<file path="config.mk">
export PLATFORM = sky130hd
export DESIGN_NAME = regfile_dump_reader
export DESIGN_NICKNAME = d
export VERILOG_FILES = /design/src/rtl/regfile_dump_reader.sv
export SDC_FILE = /design/constraint.sdc
export NUM_CORES = 1
export LEC_CHECK = 0
export ABC_AREA = 0
export CORE_MARGIN = 2
export CORE_UTILIZATION = 38
export DETAILED_ROUTE_END_ITERATION = 12
export PLACE_DENSITY = 0.85
export SYNTH_ARGS = -nofsm -noshare
export SYNTH_HDL_FRONTEND = slang
export SYNTH_SLANG_ARGS = --single-unit
</file>
<file path="constraint.sdc">
create_clock -name clk -period 1.37 [get_ports clk]
set_input_delay 0.274 -clock clk [delete_from_list [all_inputs] [get_ports clk]]
set_output_delay 0.274 -clock clk [all_outputs]
set_load 0.01 [all_outputs]
</file>
<file path="src/rtl/regfile_dump_reader.sv">
// Walks register indices FIRST_REG..LAST_REG over the core's spare async read port
// and streams each captured word on a valid/ready channel tagged with its index.
//
// state  | meaning
// -------+--------------------------------------------------------------
// S_IDLE | waiting for start; outputs quiet
// S_REQ  | requesting the read port, rd_addr = idx, capture on port_gnt
// S_SEND | captured word presented on out_*, waiting for out_ready
// S_DONE | one-cycle done pulse after the last word was accepted
module regfile_dump_reader #(
  parameter int ADDR_W    = 5,
  parameter int DATA_W    = 32,
  parameter int FIRST_REG = 0,
  parameter int LAST_REG  = 31
) (
  input  logic              clk,
  input  logic              rst,
  input  logic              start,
  input  logic              abort,
  output logic              busy,
  output logic              done,
  output logic              port_req,
  input  logic              port_gnt,
  output logic [ADDR_W-1:0] rd_addr,
  input  logic [DATA_W-1:0] rd_data,
  output logic              out_valid,
  input  logic              out_ready,
  output logic [DATA_W-1:0] out_data,
  output logic [ADDR_W-1:0] out_index,
  output logic              out_last
);

  if (FIRST_REG < 0 || FIRST_REG > LAST_REG || LAST_REG > (2**ADDR_W) - 1) begin : g_param_check
    $error("regfile_dump_reader: need 0 <= FIRST_REG <= LAST_REG <= 2**ADDR_W-1");
  end

  localparam logic [ADDR_W-1:0] FIRST_IDX = ADDR_W'(FIRST_REG);
  localparam logic [ADDR_W-1:0] LAST_IDX  = ADDR_W'(LAST_REG);

  typedef enum logic [1:0] {
    S_IDLE = 2'd0,
    S_REQ  = 2'd1,
    S_SEND = 2'd2,
    S_DONE = 2'd3
  } state_t;

  state_t            state;
  state_t            state_nxt;
  logic [ADDR_W-1:0] idx;

  always_ff @(posedge clk or negedge rst) begin
    if (!rst) begin
      state <= S_IDLE;
    end else begin
      state <= state_nxt;
    end
  end

  // abort overrides every other transition, including a coincident start
  always_comb begin
    state_nxt = state;
    if (abort) begin
      state_nxt = S_IDLE;
    end else begin
      case (state)
        S_IDLE: if (start) state_nxt = S_REQ;
        S_REQ:  if (port_gnt) state_nxt = S_SEND;
        S_SEND: if (out_ready) state_nxt = out_last ? S_DONE : S_REQ;
        S_DONE: state_nxt = S_IDLE;
        default: state_nxt = S_IDLE;
      endcase
    end
  end

  always_comb begin
    busy      = (state != S_IDLE);
    done      = (state == S_DONE);
    port_req  = (state == S_REQ);
    out_valid = (state == S_SEND);
    rd_addr   = (state == S_REQ) ? idx : '0;
  end

  // the last word ends the walk, so idx never needs to step past LAST_IDX
  always_ff @(posedge clk or negedge rst) begin
    if (!rst) begin
      idx       <= '0;
      out_data  <= '0;
      out_index <= '0;
      out_last  <= 1'b0;
    end else begin
      if (state == S_IDLE && state_nxt == S_REQ) begin
        idx <= FIRST_IDX;
      end else if (state == S_SEND && state_nxt == S_REQ) begin
        idx <= idx + 1'b1;
      end
      if (state == S_REQ && state_nxt == S_SEND) begin
        out_data  <= rd_data;
        out_index <= idx;
        out_last  <= (idx == LAST_IDX);
      end
    end
  end

endmodule
</file>
==> metrics.md <==
| Metric | Value |
|---|---|
| Crit-path max cell delay | about 440 ps |
| R2r endpoint | out_data[7] |
| Slowest cell on the critical path | dfrtp_2 |
| Detail Route Antenna Nets | 0 |
| IO buf count | 84 |
| Mapped Nets | about 170 |
| Register area share after synthesis | a little under three fifths |
| Final cycle utilization of the critical path | 118% |
| Cells after Synth | between 100 and 150 |
| P_leak | 1.55 nW |
| Reg2reg path depth | 5 |
| Relative slew slack | roughly 84% |
| Largest net degree at the start of global routing | 46 |
| Setup Crit Path Kind | flop to flop |
| Number of buffers created by CTS | 5 |
| Starting density of the core | approximately two fifths |
| Worst Path Required | 1550 ps |
| # diodes | 0 |
| H-tree depth | 2 |
| Setup violations, final | 50 |
| Data arrival time of the critical path | ~1800 ps |
| CP startpoint kind | flop |
| First drt pass iteration count | 4 |
| GRT Util Overall | 16.0% |
| First-pass GRT wire length | ~7400 um |
| Height of the die | between 70 and 80 um |
| Routed len/inst | approximately 14 um |
| RePlAce Congestion | approximately 0.84 |
| Max-slew violations | 0 |
| VDD IR-drop max | between 0.7 and 0.8 mV |
| Top delay family on crit path | flip-flops |
| Max FO, Critical Path | 22 |
| Synth Register Bits | 45 |
| Final cell utilization of the core | approximately 63% |
| Setup total negative slack | -9870 ps |
| Total congestion overflow | 0 |
| Yosys top cell area share | about 57% |
| Core region area | just over 5000 um2 |
| DR vias | roughly 1.4k |
| Layout area overhead | 62.0% |
| Ordered list of cells on the worst path | buf_6 > nand3b_1 > nor2_4 > buf_12 > mux2_2 |
| Hold Crit Class | input pin to flop |
| Die W | about 76 um |
| Synthesis warning total | 0 |
| Critical Path Stages | 5 |
| Nets@finish | around 280 |
| Failing checks | negative setup slack |
| Clk buf depth | 2 |
| Drt total wl | 4390 um |
| Worst-path clk slew | about 80 ps |
| Post-route DRC | 0 |
| Clk_skew | approximately 6.3 ps |
| FP Rows | 26 |
| Buf+Inv Stages, Crit Path | 2 |
| HPWL Detailed | between 3000 and 4000 um |
| Worst setup path startpoint | state[1] |
| Largest cells by area after synthesis | dfrtp_1, mux2_4, mux2_2 |
| R2r setup slk | -240 ps |
| # IOs | 85 |
| Setup slack at placement | -396 ps |
| Worst skew pair latency | slightly below 300 ps |
| Power per cell area | 1210 nW/um2 |
| Post-synth cell types | 30 |
| Most common cell after layout, fill and taps aside | dfrtp_1 |
| Status | finished with violations |
| Max Cap Viol | 0 |
| Crit path to | out_data[7] |
| CTS root buffer | clkbuf_8 |
| Fillers | ~400 |
| Worst Tran Pin Value | around 240 ps |
| Number of clock sinks | 45 |
| Min Tclk post-route | around 1600 ps |
| Fmax | 0.620 GHz |
| Post-route setup slack | -244 ps |
| Reg-to-Reg Start | state[1] |
| RSZ-0062 raised after global routing | yes |
| Antenna violations before repair | 0 |
| Detailed Route Iter0 Violations | 39 |
| Final hold viol count | 0 |
| Most frequent cells in the layout | dfrtp_1, dlygate4sd2_1, clkdlybuf4s50_1 |
| Routed vias/inst | about 4.6 |
| Layout cells sized above 1 | between 30% and 40% |
| TritonCTS clock tree | done |
| Full die area | around 5800 um2 |
| Vias in the first global route | between 1k and 1.5k |
| Syn_area_per_cell | around 15 um2 |
| Syn Std Cell Area | about 2000 um2 |
| Critical Path End Type | flop |
| Largest area contributor in the netlist | dfrtp_1 |
-- cells in the mapped netlist --
library cell  number
clkbuf_2           1
nor3_1             2
a21o_1             1
nand2b_1           3
mux2_4            20
nand3b_1           2
or2_2              1
o21ai_0            1
a21bo_2            1
o22a_1             1
mux2_2            20
nand3_1            1
and3b_1            1
a22o_1             3
and3_1             1
buf_12             2
inv_1              1
and2_1             6
nor4_1             1
ha_1               2
a21oi_1            2
o21ai_1            1
dfrtp_1           45
buf_6              1
nor2_1             1
nor2b_1            2
or2b_1             1
nor2_2             1
nand2_1            2
buf_4              1
-- metrics by stage --
| stage | cell area, um2 | total power, W | std cells | hold slack [ps] |
|---|---|---|---|---|
| after global placement | 3010 | 0.00325 | 295 | 269 |
| after detailed placement | 3010 | 0.00328 | 295 | 274 |
| after CTS | 3130 | 0.00390 | 308 | 482 |
| final | 3190 | 0.00386 | 309 | 298 |
| after floorplan | 1970 | 0.00241 | 128 | -21.6 |
| after global routing | 3190 | 0.00411 | 309 | 297 |
-- cell families (layout without fill, tap and decap cells) --
| family | Yosys count | count (layout) | synth area share (%) |
|---|---|---|---|
| AOI/OAI and AO/OA | 10 | 10 | 3.69 |
| DFF | 45 | 45 | 57.2 |
| muxes | 40 | 40 | 26.7 |
| and+or+nand+nor | 25 | 25 | 7.69 |
| buffers and inverters | 6 | 117 | 3.43 |
| adders and majority gates | 2 | 2 | 1.27 |
-- routing by layer --
| layer | part of all wire (%) | global-route usage, % |
|---|---|---|
| met5 | 0 | 0 |
| met3 | 6.1 | 5.24 |
| met1 | 41 | 20.8 |
| met2 | 52 | 26.3 |
| met4 | 0.82 | 3.82 |
-- area by class of cell --
type                    count  area [um2]  area share [%]
repair buffers            109        1050            32.8
flip-flops and latches     45        1130            35.4
well taps                  70        87.6            2.75
multi-input cells          77         837            26.3
inverters                   1        3.75           0.118
clock buffers               7        86.3            2.71
-- power breakdown --
group	switching, W	leakage (nW)	internal, W
sequential	0.000154	0.563	0.00164
clock	0.000388	0.0443	0.000400
combinational	0.000473	0.940	0.000803
total	0.00102	1.55	0.00284
-- repair_timing --
item	4_1_cts	5_1_grt
setup endpoints to repair	90	52
hold buffers	1	0
setup buffers	5	1
resized for setup	91	16
endpoints found under the hold margin	45	0
pin swaps	4	5
-- worst min path at each step --
stage | startpoint | endpoint | slack (ps) | cells after the start
5_1_grt | abort | state[0] | 300 | 2
6_report | abort | state[1] | 300 | 2
4_1_cts | rst | out_data[14] | 480 | 3
3_5_place_dp | rst | out_data[14] | 270 | 2
2_1_floorplan | rst | idx[0] | -20 | 0
3_3_place_gp | rst | out_data[14] | 270 | 2
-- sequential cells by signal, summed over array words and instances (netlist names) --
register,count
idx,5
state,2
out_last,1
out_index,5
out_data,32
Note: power is estimated with default switching activity, not from simulation.
